**src/rtl/rr_mux8_arbiter_if.sv**
```systemverilog
// Bundle for the shared 8:1 path: requester-side controls and data, plus the grant/mux results.
// The arbiter connects through the slave modport; the requester side uses master.
interface rr_mux8_arbiter_if;
  logic       en;
  logic [7:0] req;
  logic [7:0] in;
  logic [7:0] gnt;
  logic [2:0] sel;
  logic       valid;
  logic       out;
  logic       done;

  modport master (
    output en, req, in,
    input  gnt, sel, valid, out, done
  );

  modport slave (
    input  en, req, in,
    output gnt, sel, valid, out, done
  );
endinterface

```
**src/rtl/rr_mux8_arbiter.sv**
```systemverilog
// Round-robin arbiter for one shared single-bit 8:1 mux path. It grants bounded bursts,
// rotates priority past the last owner, and forwards the owner's data bit combinationally.
module rr_mux8_arbiter #(
  parameter int MAX_BURST = 4
) (
  input  logic               clk,
  input  logic               rst,
  rr_mux8_arbiter_if.slave   bus
);

  typedef enum logic {IDLE, GRANT} state_t;

  localparam logic [3:0] MAX_CNT = 4'(MAX_BURST);

  state_t     state_q, state_d;
  logic [2:0] sel_q, sel_d;
  logic [7:0] gnt_q, gnt_d;
  logic [3:0] cnt_q, cnt_d;
  logic [2:0] ptr_q, ptr_d;
  logic       done_q, done_d;

  logic [3:0] pick_idle;
  logic [3:0] pick_rel;
  logic [2:0] rel_ptr;
  logic       release_now;

  // Returns {found, index}: the first requester at or after p, wrapping modulo 8.
  // Scanning from the far end lets the nearest hit overwrite the result last.
  function automatic logic [3:0] pick(input logic [7:0] r, input logic [2:0] p);
    logic [3:0] res;
    logic [2:0] idx;
    res = 4'd0;
    for (int k = 7; k >= 0; k--) begin
      idx = p + 3'(k);
      if (r[idx]) res = {1'b1, idx};
    end
    return res;
  endfunction

  assign rel_ptr     = sel_q + 3'd1;
  assign pick_idle   = pick(bus.req, ptr_q);
  assign pick_rel    = pick(bus.req, rel_ptr);
  assign release_now = !bus.req[sel_q] || (cnt_q == MAX_CNT) || !bus.en;

  always_ff @(posedge clk) begin
    if (rst) begin
      state_q <= IDLE;
      sel_q   <= 3'd0;
      gnt_q   <= 8'd0;
      cnt_q   <= 4'd0;
      ptr_q   <= 3'd0;
      done_q  <= 1'b0;
    end else begin
      state_q <= state_d;
      sel_q   <= sel_d;
      gnt_q   <= gnt_d;
      cnt_q   <= cnt_d;
      ptr_q   <= ptr_d;
      done_q  <= done_d;
    end
  end

  always_comb begin
    state_d = state_q;
    sel_d   = sel_q;
    gnt_d   = gnt_q;
    cnt_d   = cnt_q;
    ptr_d   = ptr_q;
    done_d  = 1'b0;
    unique case (state_q)
      IDLE: begin
        gnt_d = 8'd0;
        if (bus.en && pick_idle[3]) begin
          state_d = GRANT;
          sel_d   = pick_idle[2:0];
          gnt_d   = 8'd1 << pick_idle[2:0];
          cnt_d   = 4'd1;
        end
      end
      GRANT: begin
        if (!release_now) begin
          cnt_d = cnt_q + 4'd1;
        end else begin
          // The releasing owner now sits last in priority, so re-arbitrate from rel_ptr.
          ptr_d  = rel_ptr;
          done_d = 1'b1;
          if (bus.en && pick_rel[3]) begin
            sel_d = pick_rel[2:0];
            gnt_d = 8'd1 << pick_rel[2:0];
            cnt_d = 4'd1;
          end else begin
            state_d = IDLE;
            gnt_d   = 8'd0;
          end
        end
      end
      default: state_d = IDLE;
    endcase
  end

  assign bus.gnt   = gnt_q;
  assign bus.sel   = sel_q;
  assign bus.done  = done_q;
  assign bus.valid = (state_q == GRANT) && bus.req[sel_q];
  assign bus.out   = bus.valid && bus.in[sel_q];

endmodule

```
**src/flat_wrapper.sv**
```systemverilog
// flat-port wrapper written by rule: the top's interface ports become plain ports
module rr_mux8_arbiter_flat 
#(
  parameter int MAX_BURST = 4
)
  (clk, rst, bus_en, bus_req, bus_in, bus_gnt, bus_sel, bus_valid, bus_out, bus_done);
  rr_mux8_arbiter_if bus_i ();
  input  logic clk;
  input  logic rst;
  input wire logic [$bits(bus_i.en)-1:0] bus_en;
  input wire logic [$bits(bus_i.req)-1:0] bus_req;
  input wire logic [$bits(bus_i.in)-1:0] bus_in;
  output wire logic [$bits(bus_i.gnt)-1:0] bus_gnt;
  output wire logic [$bits(bus_i.sel)-1:0] bus_sel;
  output wire logic [$bits(bus_i.valid)-1:0] bus_valid;
  output wire logic [$bits(bus_i.out)-1:0] bus_out;
  output wire logic [$bits(bus_i.done)-1:0] bus_done;
  assign bus_i.en = bus_en;
  assign bus_i.req = bus_req;
  assign bus_i.in = bus_in;
  assign bus_gnt = bus_i.gnt;
  assign bus_sel = bus_i.sel;
  assign bus_valid = bus_i.valid;
  assign bus_out = bus_i.out;
  assign bus_done = bus_i.done;
  rr_mux8_arbiter #(.MAX_BURST(MAX_BURST)) u_core (.clk(clk), .rst(rst), .bus(bus_i));
endmodule
```
**config.mk**
```make
export PLATFORM = sky130hd
export DESIGN_NAME = rr_mux8_arbiter_flat
export DESIGN_NICKNAME = d
export VERILOG_FILES = /design/src/rtl/rr_mux8_arbiter_if.sv /design/src/rtl/rr_mux8_arbiter.sv /design/src/flat_wrapper.sv
export SDC_FILE = /design/constraint.sdc
export NUM_CORES = 1
export LEC_CHECK = 0
export ABC_AREA = 0
export BUFFER_PORTS_ARGS = -buffer_cell sky130_fd_sc_hd__buf_2
export CORE_UTILIZATION = 45
export CTS_CLUSTER_DIAMETER = 30
export CTS_CLUSTER_SIZE = 20
export DETAILED_ROUTE_END_ITERATION = 6
export HOLD_SLACK_MARGIN = 0.08
export SYNTH_ARGS = -nofsm -noshare
export SYNTH_HDL_FRONTEND = slang
export SYNTH_SLANG_ARGS = --single-unit
```
**constraint.sdc**
```tcl
create_clock -name clk -period 4.75 [get_ports clk]
set_clock_uncertainty 0.05 [all_clocks]
set_input_delay 0.95 -clock clk [delete_from_list [all_inputs] [get_ports clk]]
set_output_delay 0.95 -clock clk [all_outputs]
set_load 0.01 [all_outputs]
```
# --- Word-level counts from Yosys, hierarchy flattened ---
# Index checks and enable logic that the tools add are counted.
word_totals:
  ff_bits: 20
op_classes:
  n_lt_le_gt_ge: 17
  n_reduce_logical: 12
  n_eq_ne: 5
  n_shift: 2
  muxes: 69
  n_bitwise: 1
  addsub: 16
op_table:
  columns: ["operator", "count"]
  rows:
  - ["two-way mux 4 bit", 19]
  - ["< comparator 3 x 4 -> 1 bit (second input constant)", 17]
  - ["binary-select mux 1 bit (select 3 bit)", 18]
  - ["adder 3 bit (second input constant)", 8]
  - ["two-way mux 8 bit", 3]
  - ["two-way mux 1 bit", 22]
  - ["case mux 8 bit (2 select lines)", 1]
  - ["<< shifter 1 x 3 -> 8 bit (first input constant)", 2]
  - ["adder 3 x 2 -> 3 bit (second input constant)", 4]
  - ["adder 3 x 1 -> 3 bit (second input constant)", 3]
  - ["two-way mux 3 bit", 3]
  - ["case mux 4 bit (2 select lines)", 1]
  - ["case mux 3 bit (2 select lines)", 1]
  - ["adder 4 x 1 -> 4 bit (second input constant)", 1]
  - ["equality test 4 x 3 -> 1 bit (second input constant)", 1]
  - ["logical AND 1 bit", 4]
  - ["inequality test 2 bit (second input constant)", 2]
  - ["AND reduction 2 bit", 2]
  - ["inequality test 3 bit (second input constant)", 1]
  - ["AND reduction 3 bit", 1]
  - ["logical NOT 1 bit", 2]
  - ["logical OR 1 bit", 2]
  - ["inequality test 2 x 1 -> 1 bit (second input constant)", 1]
  - ["case mux 1 bit (2 select lines)", 1]
  - ["2 further kinds", 2]

# --- Longest topological paths before layout ---
depth:
  word_depth: 16
  ltp_mapped: 14

# --- Worst setup path after synthesis ---
# OpenSTA, ideal clock, no wires.
synth_timing:
  kind: "reg2reg"
  startpoint: "reg u_core.ptr_q[0]"
  endpoint: "reg u_core.gnt_q[4], in the netlist u_core.bus.gnt[4]"
  path_stages_with_launch: 14
  setup_ns: 0.131
  path_slack_ns: 1.237
  arrival_time_ns: 3.332
  path_cell_list: "dfxtp_1 -> buf_6 -> buf_6 -> clkinv_1 -> ha_1 -> buf_1 -> mux4_2 -> or2_2 -> o41a_1 -> and2_1 -> o21ai_1 -> nor3_1 -> a221oi_1 -> nor3_1"
synth_via:
  elab_chain_cells: 14
  elab_cells_between_ends: 35
  cone_classes: "7 x add/sub; 1 x shift; 26 x mux; 1 x reduce/logical"
synth_rtl:
  columns: ["element", "line", "source"]
  rows:
  - ["start: declaration", "rr_mux8_arbiter.sv:19", "logic [2:0] ptr_q, ptr_d;"]
  - ["start signal: assignment", "rr_mux8_arbiter.sv:58", "ptr_q <= ptr_d;"]
  - ["adder 3 bit", "rr_mux8_arbiter.sv:34", "idx = p + 3'(k);"]
  - ["binary-select mux 1 bit (select 3 bit)", "rr_mux8_arbiter.sv:35", "if (r[idx]) res = {1'b1, idx};"]
  - ["two-way mux 1 bit (implied by the code)", "rr_mux8_arbiter.sv:35", null]
  - ["two-way mux 4 bit (7 in series)", "rr_mux8_arbiter.sv:35", null]
  - ["two-way mux 4 bit (*)", "rr_mux8_arbiter.sv:35", null]
  - ["<< shifter 1 x 3 -> 8 bit / logical AND 1 bit (equally long branches)", "rr_mux8_arbiter.sv:76, rr_mux8_arbiter.sv:73", null]
  - ["two-way mux 8 bit (*)", "rr_mux8_arbiter.sv:73", "if (bus.en && pick_idle[3]) begin"]
  - ["case mux 8 bit (2 select lines) (*)", "rr_mux8_arbiter.sv:70", "unique case (state_q)"]
  - ["end signal: assignment", "rr_mux8_arbiter.sv:56", "gnt_q <= gnt_d;"]
  - ["end: declaration", "rr_mux8_arbiter.sv:17", "logic [7:0] gnt_q, gnt_d;"]
# Mark *: on every way between the ends. The rest lies on a longest branch, timed or not. The select of a mux whose other input is x is not followed.
# A chain may end at the register's enable or synchronous reset.

# --- Worst setup path in the final report ---
layout_timing:
  startpoint: "reg u_core.ptr_q[1]"
  endpoint: "reg u_core.gnt_q[3], in the netlist u_core.bus.gnt[3]"
# The elaborated chain is that of the path after synthesis.

==> results.ini <==
[outcome]
outcome = finished, violations left
violations = DRC

[sta]
worst_slack_ns = 1.05
fmax_mhz = 270
setup-tns-final_ns = 0
finalHoldViolCount = 0
min_period_ns = 3.70
fin_crit_sh = 0.779
max_slew_margin = 0.343
rsz0062_at_grt = false
worst_slew_pin_slew_ns = 0.983
setup_viol = 0
slew_viol_final = 0

[critical_path]
cp_top_family = compound AO/OA/AOI/OAI gates
worstSetupEndpointType = flip-flop
cp_max_fo = 13
worstPathArrival_ns = 3.82
path_class = flip-flop to flip-flop
worstPathCellList = inv_2 -> ha_1 -> mux2_2 -> and3_1 -> o311ai_0 -> a31oi_1 -> o41ai_2 -> nor2b_1 -> nand3_1 -> a311oi_1
slowest_delay_ns = 0.65
start_kind = flip-flop
cp_slowest_cell = ha_1
required_ns = 4.87
rrSetupSlack_ns = 1.05
worst-path-buf-inv = 1

[logic_synthesis]
netlist_instances = 335
ys_seq_area_frac = 0.133
syn_nets = 360
avgSynthCellArea_sq_um = 9.01
async_reset_ff_frac = 0
yosys_most_used_dff = dfxtp_1
ys_ff_latch = 20
synth_area_sq_mm = 0.00302
synthDistinctLibCells = 71
synth_edf_count = 0
synth_warnings = 0

[grt]
gr-total-overflow = 0
antenna_found_initial = 0
grt_usage = 0.238
grt_start_max_net_pins = 30
grt_pass1_vias = 2622
grt_pass1_wl_mm = 13.5

[floorplan]
initial_core_util = 0.470
core_area_sq_mm = 0.00642
fp.dieW_um = 83.9
die-area_sq_mm = 0.00704
io_pins = 33
std_cell_rows = 29
die_y_um = 83.9

[clock_network]
clock_path_buffers = 2
numCtsBuffers = 3
cts_tree = built
clk_pin_slew_ns = 0.07
post_cts_resized = 0
cts.sinks = 20
clk_latency_ns = 0.26
cts_hold_buf = 0
cts_setup_buffers = 0
htreeDepth = 1
cts_root_buf = clkbuf_8

[hold_path]
hp-class = flip-flop to flip-flop

[placed_design]
io_buffers = 32
place.gp.congestion = 0.934
dp_hpwl_mm = 5.87
pre_cts_ws_ns = 0.966

[routing]
wl_per_cell_um = 19.0
vias = 2835
first_pass_iters = 7
drt_iter0_markers = 249
drcViolationCount = 2
vias_per_cell = 6.67
routed_wl_mm = 8.08
final_antenna_net_count = 0

[pwr]
p_per_area_mw_per_mm2 = 332
p_leak_nw = 1.20
ir_drop_uv = 189

[finish]
areaGrowthSynthToFinish_pct = 6.76
diodes = 0
nets = 375
drive_gt1_frac = 0.276
fillCellCount = 588

[job]
drv_cap = 0

sequential cells by signal (all words and copies together), names as in the netlist:
register	count
u_core.bus.gnt	8
u_core.bus.sel	3
u_core.cnt_q	4
u_core.ptr_q	3
u_core.state_q	1
u_core.bus.done	1
layout by cell type (no fill, tap or decap), types with 8 or more instances in the layout:
cell	instances
a21oi_1	17
buf_2	32
buf_4	8
dfxtp_1	20
inv_1	11
mux2_2	12
mux2i_1	21
mux4_2	26
nand2_1	19
nand3_1	9
nor2_1	29
o21ai_0	9
layout make-up:
class                      instances  area, sq um  area share
multi-input combinational        271         2410       0.748
sequential                        20          400       0.124
inverter                          14         52.6      0.0163
timing repair buffer              40          220      0.0683
clock buffer                       3         41.3      0.0128
tap                               77         96.3      0.0299
layer usage:
layer  global-route usage  routed length, um
met5                    0                  0
met4               0.0627                165
met3               0.0267                433
met2                0.382               3900
met1                0.341               3590
through the flow:
step                      utilization  hold slack (ns)  instances  cell area (sq um)  total power [mW]
final                           0.502            0.445        425               3220              1.07
after detailed placement        0.495            0.443        422               3180             0.952
after floorplan                     -            0.437        335               3020             0.801
after global placement          0.495            0.439        422               3180             0.949
after CTS                       0.502            0.453        425               3220              1.07
after global routing            0.502            0.467        425               3220              1.15
worst paths after layout:
kind / from / end / cells past startpoint
max: u_core.ptr_q[1] / u_core.bus.gnt[3] / 10
min: u_core.bus.gnt[2] / u_core.bus.gnt[2] / 2
max reg2reg: u_core.ptr_q[1] / u_core.bus.gnt[3] / 10
min reg2reg: u_core.bus.gnt[2] / u_core.bus.gnt[2] / 2
synth_stat cells, types with 5 or more instances:
cell type,count,area (sq um)
a211oi_1,7,52.6
a21oi_1,17,85.1
a311oi_1,7,61.3
and2_1,6,37.5
and3_1,5,31.3
buf_2,6,30.0
clkbuf_1,15,56.3
dfxtp_1,20,400
ha_1,6,75.1
inv_1,11,41.3
mux2_2,12,135
mux2i_1,21,210
mux4_2,26,586
nand2_1,19,71.3
nand3_1,9,45.0
nor2_1,29,109
nor2b_1,6,37.5
nor3_1,7,35.0
o21ai_0,9,45.0
report_power, final:
| group | switching [mW] | internal, mW | leakage, nW |
|---|---|---|---|
| Clock | 0.0541 | 0.0565 | 0.0216 |
| Sequential | 0.0180 | 0.183 | 0.163 |
| Combinational | 0.424 | 0.334 | 1.01 |
| Total | 0.496 | 0.574 | 1.20 |
tightest hold or removal path, cell delays in order (launching register included):
cell and delay [ns]:
dfxtp_1 0.31, nor2_1 0.09, a311oi_1 0.05
cells by family after synthesis:
group / Yosys count / synth area share
AO/OA/AOI/OAI: 86 / 0.220
XOR/XNOR: 8 / 0.0398
adder cells (fa/ha/maj): 6 / 0.0249
buffers and inverters: 44 / 0.0684
flip-flops: 20 / 0.133
multiplexers: 61 / 0.320
AND/OR/NAND/NOR: 110 / 0.194
Note: power is estimated with default switching activity, not from simulation.
